## src/rtl/serial_subtractor.sv

```systemverilog
// Bit-serial WIDTH-bit subtractor (diff = inp_1 - inp_2, LSB first) with start/busy/done handshake.
// Optional build macro SERIAL_SUB_SATURATE_EN clamps a borrowing result to zero.
module serial_subtractor #(
  parameter int unsigned WIDTH = 4
) (
  input  logic             clk,
  input  logic             rst,
  input  logic             start,
  input  logic [WIDTH-1:0] inp_1,
  input  logic [WIDTH-1:0] inp_2,
  output logic             busy,
  output logic             done,
  output logic [WIDTH-1:0] diff,
  output logic             borrow
);

  localparam int unsigned IdxW = (WIDTH > 2) ? $clog2(WIDTH) : 1;
  localparam logic [IdxW-1:0] LastIdx = IdxW'(WIDTH - 1);

  typedef enum logic [1:0] {StIdle, StRun, StFin} state_e;

  state_e           state_q, state_d;
  logic [WIDTH-1:0] a_q, b_q, res_q, diff_q;
  logic [IdxW-1:0]  idx_q;
  logic             bin_q, borrow_q, done_q;
  logic             d_bit, bout;

  // Single full-subtractor cell, reused every RUN cycle.
  assign d_bit = a_q[0] ^ b_q[0] ^ bin_q;
  assign bout  = (~a_q[0] & b_q[0]) | (~(a_q[0] ^ b_q[0]) & bin_q);

  always_ff @(posedge clk) begin
    if (rst) begin
      state_q <= StIdle;
    end else begin
      state_q <= state_d;
    end
  end

  always_comb begin
    state_d = state_q;
    unique case (state_q)
      StIdle:  if (start) state_d = StRun;
      StRun:   if (idx_q == LastIdx) state_d = StFin;
      StFin:   state_d = StIdle;
      default: state_d = StIdle;
    endcase
  end

  always_comb begin
    busy   = (state_q == StRun);
    done   = done_q;
    diff   = diff_q;
    borrow = borrow_q;
  end

  always_ff @(posedge clk) begin
    if (rst) begin
      a_q      <= '0;
      b_q      <= '0;
      res_q    <= '0;
      idx_q    <= '0;
      bin_q    <= 1'b0;
      diff_q   <= '0;
      borrow_q <= 1'b0;
      done_q   <= 1'b0;
    end else begin
      done_q <= (state_q == StFin);
      unique case (state_q)
        StIdle: begin
          if (start) begin
            a_q   <= inp_1;
            b_q   <= inp_2;
            bin_q <= 1'b0;
            idx_q <= '0;
          end
        end
        StRun: begin
          a_q   <= a_q >> 1;
          b_q   <= b_q >> 1;
          res_q <= {d_bit, res_q[WIDTH-1:1]};
          bin_q <= bout;
          idx_q <= idx_q + IdxW'(1);
        end
        StFin: begin
`ifdef SERIAL_SUB_SATURATE_EN
          diff_q <= bin_q ? '0 : res_q;
`else
          diff_q <= res_q;
`endif
          borrow_q <= bin_q;
        end
        default: ;
      endcase
    end
  end

endmodule
```

## config.mk

```make
export PLATFORM = sky130hd
export DESIGN_NAME = serial_subtractor
export DESIGN_NICKNAME = d
export VERILOG_FILES = /design/src/rtl/serial_subtractor.sv
export SDC_FILE = /design/constraint.sdc
export NUM_CORES = 1
export LEC_CHECK = 0
export CORE_ASPECT_RATIO = 0.7
export CORE_UTILIZATION = 40
export DETAILED_ROUTE_END_ITERATION = 8
export PLACE_DENSITY_LB_ADDON = 0.1
export SLEW_MARGIN = 20
export SYNTH_ARGS = -nofsm -noshare
export SYNTH_HDL_FRONTEND = slang
export SYNTH_SLANG_ARGS = --single-unit
```

## constraint.sdc

```tcl
create_clock -name clk -period 1.71 [get_ports clk]
set_input_delay 0.342 -clock clk [delete_from_list [all_inputs] [get_ports clk]]
set_output_delay 0.342 -clock clk [all_outputs]
set_load 0.03 [all_outputs]
```

==> Word level (Yosys, flattened, before mapping) <==
Cells that the tools add are included.
{ "op_classes": {"n_mul": 0, "n_bitwise": 7, "n_mux": 11, "eq_ne": 5, "div": 0, "reduce_logical": 4, "shifts": 0, "addsub": 1, "n_lt_le_gt_ge": 0} }
{ "ops": {"columns": ["operator", "count"], "rows": [
  ["$pmux W4 S2", 2],
  ["$mux W4", 2],
  ["$pmux W2 S2", 2],
  ["$mux W2", 3],
  ["$eq A2 B2 Y1 const B", 2],
  ["$reduce_and A2 Y1", 2],
  ["$add A2 B1 Y2 const B", 1],
  ["$and A1 B1 Y1", 2],
  ["$eq A2 B1 Y1 const B", 1],
  ["$logic_not A2 Y1", 1],
  ["$ne A2 B1 Y1 const B", 1],
  ["$ne A2 B2 Y1 const B", 1],
  ["$not A1 Y1", 2],
  ["$pmux W1 S2", 1],
  ["$reduce_bool A2 Y1", 1],
  ["$xor A1 B1 Y1", 2],
  ["$mux W1", 1],
  ["$or A1 B1 Y1", 1]
]} }
{ "word_totals": {"wordCells": 37, "latchBits": 0, "out_inout_bits": 7, "memories": 0, "romBits": 0, "ram_bits": 0, "regBits": 23} }

==> Longest topological paths before layout <==
Gate-level depths: netlist (run 1).
{ "depth": {"depth_word": 5, "mapped_depth": 6, "mapped_depth_nobuf": 4} }

==> Worst setup path before layout (run 1) <==
OpenSTA, ideal clock, no wires.
{ "synth_timing": {"kind": "register to register", "startpoint": "register state_q[0]", "endpoint": "register res_q[0]", "slack_ns": 0.569, "setup_ns": 0.128, "n_path_buf": 3, "stages_incl_launch_ff": 7, "arrival_time_ns": 1.013, "t_required_ns": 1.582, "cell_sequence": "dfxtp_1 -> buf_6 -> nor2b_4 -> buf_6 -> buf_12 -> mux2i_1 -> nor2_1"} }
{ "synth_via": {"elab_chain_cells": 1} }
{ "synth_lines": {"columns": ["item", "line", "text"], "rows": [
  ["from (decl)", "22", "state_e state_q, state_d;"],
  ["from (signal assigned)", "34", "state_q <= StIdle;"],
  ["from (signal assigned)", "36", "state_q <= state_d;"],
  ["$eq A2 B1 Y1", null, null],
  ["net busy", "11", "output logic busy,"],
  ["to (signal assigned)", "81", "res_q <= {d_bit, res_q[WIDTH-1:1]};"],
  ["to (decl)", "23", "logic [WIDTH-1:0] a_q, b_q, res_q, diff_q;"]
]} }
The timed path passes the listed nets, and every way through them passes these cells.
A chain may end at the register's enable or synchronous reset.

==> Worst setup path in the final report (run 1) <==
{ "layout_timing": {"startpoint": "register diff_q[1] (netlist: diff[1])", "endpoint": "output port diff[1]"} }
{ "layout_lines": {"columns": ["item", "line", "text"], "rows": [
  ["from (decl)", "23", null],
  ["from (signal assigned)", "89", "diff_q <= res_q;"],
  ["to (decl)", "13", "output logic [WIDTH-1:0] diff,"]
]} }
No word-level cell between the ends.

==> results of run 1 <==
what timing repair did:
| action | 4_1_cts | 5_1_grt |
|---|---|---|
| hold endpoints to repair | 0 | 0 |
| gates resized for setup | 0 | 4 |
| endpoints found under the setup margin | 0 | 4 |
state kept, by name (all words and copies together), names as in the netlist:
| name | flops |
|---|---|
| a_q | 4 |
| b_q | 4 |
| bin_q | 1 |
| borrow | 1 |
| diff | 4 |
| done | 1 |
| idx_q | 2 |
| res_q | 4 |
| state_q | 2 |
cells by family (layout without fill, tap and decap cells):
family,after synthesis,count (layout)
mux,5,5
compound gates,23,23
flops,23,23
simple gates,30,30
fa+ha+maj,2,2
buf+inv,13,33
power groups by stage:
stage	clock network, W	registers, W	logic (W)
6_report	0.000251	0.000577	0.000124
5_1_grt	0.000290	0.000580	0.000139
4_1_cts	0.000261	0.000577	0.000125
3_5_place_dp	0	0.000589	0.000125
3_3_place_gp	0	0.000588	0.000123
2_1_floorplan	0	0.000583	0.0000931
synth_stat cells (all sizes together):
library cell / n
nand2: 11
dfxtp: 23
a21oi: 11
nor2: 13
nor2b: 1
inv: 8
nor3: 1
fa: 1
ha: 1
and2b: 1
clkbuf: 1
mux2i: 5
o221a: 6
a211oi: 1
nor3b: 2
buf: 4
a22oi: 4
nand2b: 1
o21bai: 1
cell type report:
type / count / area, um2
fill: 224 / 1020
sequential: 23 / 460
multi-input combinational: 60 / 402
timing repair buffer: 21 / 208
tap: 32 / 40.0
inverter: 8 / 30.0
clock buffer: 3 / 22.5
clock inverter: 1 / 5.00
metrics by stage:
step / hold WS [ns] / power [W] / setup WS [ns] / cell area [um2] / util (%)
after global routing: 0.491 / 0.00101 / 0.000625 / 1170 / 53.3
after detailed placement: 0.449 / 0.000714 / 0.193 / 1130 / 51.6
final: 0.460 / 0.000952 / 0.0493 / 1170 / 53.3
after CTS: 0.467 / 0.000963 / 0.0247 / 1160 / 52.9
after global placement: 0.447 / 0.000711 / 0.214 / 1130 / 51.6
after floorplan: 0.431 / 0.000676 / 0.569 / 942 / -
layer usage:
layer | track usage, % | up-vias
met5 | 0 | -
met4 | 5.58 | 0
met3 | 6.48 | 2
met2 | 20.9 | 14
met1 | 20.7 | 307
li1 | - | 366
how the worst max path moves through the flow:
stage                    start  endpoint  slack [ns]  depth (start not counted)
global route           diff[1]   diff[1]      0.0006                          1
detailed placement       start    b_q[3]        0.19                          4
global placement         start    a_q[0]        0.21                          5
finish                 diff[1]   diff[1]        0.05                          1
CTS                    diff[2]   diff[2]        0.02                          1
floorplan           state_q[0]  res_q[0]        0.57                          6
==> metrics.csv, run 1 <==
metric;value;unit
status;completed;
worstMarginPinSlew;0.425;ns
finalHoldViolations;0;
path_delay_family;buffers and inverters;
ant_nets;0;
synth-xor-area-share;0;%
post-dp-hpwl;1220;um
period_minus_slack;1.66;ns
placed_cells;144;
post-route-period-util;97.1;%
synth_compound_area_share;18.3;%
wirelength_met1;882;um
p_sw;0.000236;W
final_common_cell;dfxtp_1;
wl_met2;656;um
drc;0;
met3_length;84;um
postCtsSetupBuffers;0;
maxCapViolCount;0;
vias;689;
postSynthCellCount;96;
syn_to_final_growth;23.9;%
crit_chain;clkdlybuf4s50_1;
critPathBufInv;1;
r2r-end;res_q[0];
cts_made_buffers;3;
skew;0.00460;ns
worst_setup_path_start_kind;register;
p_comb_share;13.0;%
post-synth-top-area-cell;dfxtp_1;
top_layer_used;met4;
fin_cells;148;
whs_path_depth;2;
avgRoutedWirePerCell;11.1;um
setup_viol;0;
ys_seq_elements;23;
drt_wl_total;1640;um
place.gp.congestion;0.716;
root_buffer;clkbuf_4;
portBuffers;17;
die-area;2560;um2
grt_pass1_wl;2730;um
overflow;0;
slowest_stage;clkdlybuf4s50_1;
diodes;0;
hold_start;diff[3];
coreArea;2190;um2
report.final.slew_viol_count;0;
die_height;42.6;um
p_leak;0.514;nW
ios;18;
powerDensity;815;nW/um2
ir_worst_vdd;563;uV
rsz0062_at_grt;false;
synth-simple-area-share;15.5;%
grt_max_degree;15;
htreeDepth;1;
initial_core_util;43.0;%
yosysWarnings;0;
synthAdderAreaFrac;3.45;%
critical-path-max-stage-delay;0.66;ns
cts_tree;built;
whs_endpoint;diff[3];
synth_top_family_by_area;compound AO/OA/AOI/OAI gates;
clock_latency;0.32;ns
viasPerCell;4.66;
grt_pass1_vias;615;
synthMuxAreaShare;5.31;%
postSynthNetCount;109;
clkPwrFrac;26.3;%
slew_headroom;71.6;%
reg2reg_from;state_q[0];
path_class;reg -> out;
synth_top_area_share;48.9;%
drt-pass1-iter-count;4;
clk_path_buf_depth;2;
synth_area;942;um2
r2r_slack;0.40;ns
fmax;602;MHz
seq_power_share;60.6;%
hold_class;reg -> reg;
die_width;60.0;um
switching_share;24.8;%
setup_tns;0;ns
grt_usage;15.1;%
nets;130;
synth-seq-area-share;48.9;%
critPathRequiredTime;1.37;ns
avgSynthCellArea;9.81;um2
drive_gt1_share;17.2;%
yosys.cell_types.count;23;
num_rows;14;
antenna_found_initial;0;
drtIter0Drc;32;
final_cell_mix;dfxtp_1 (23), nor2_1 (12), clkdlybuf4s50_1 (12);
crit_path_max_fanout;2;
r2r_cells;4;
cts_hold_buf;0;
p_int;0.000716;W
crit_path_end_kind;primary output;
clock-sinks;23;
clk_pin_slew_worst_paths;0.12;ns
synthTopCellsByArea;dfxtp_1 (49%), o221a_2 (7.2%), a21oi_1 (5.8%);
worstPathArrival;1.32;ns
No activity file was read; power rests on OpenSTA's default activity.
==> run 2, diff against run 1 <==
--- a/config.mk
+++ b/config.mk
@@ -6,6 +6,7 @@
 export NUM_CORES = 1
 export LEC_CHECK = 0
 export CORE_ASPECT_RATIO = 0.7
+export CORE_MARGIN = 1
 export CORE_UTILIZATION = 40
 export DETAILED_ROUTE_END_ITERATION = 8
 export PLACE_DENSITY_LB_ADDON = 0.1
==> results of run 2 <==
No change in the layout: final DEF, timing and power equal those of run 1.
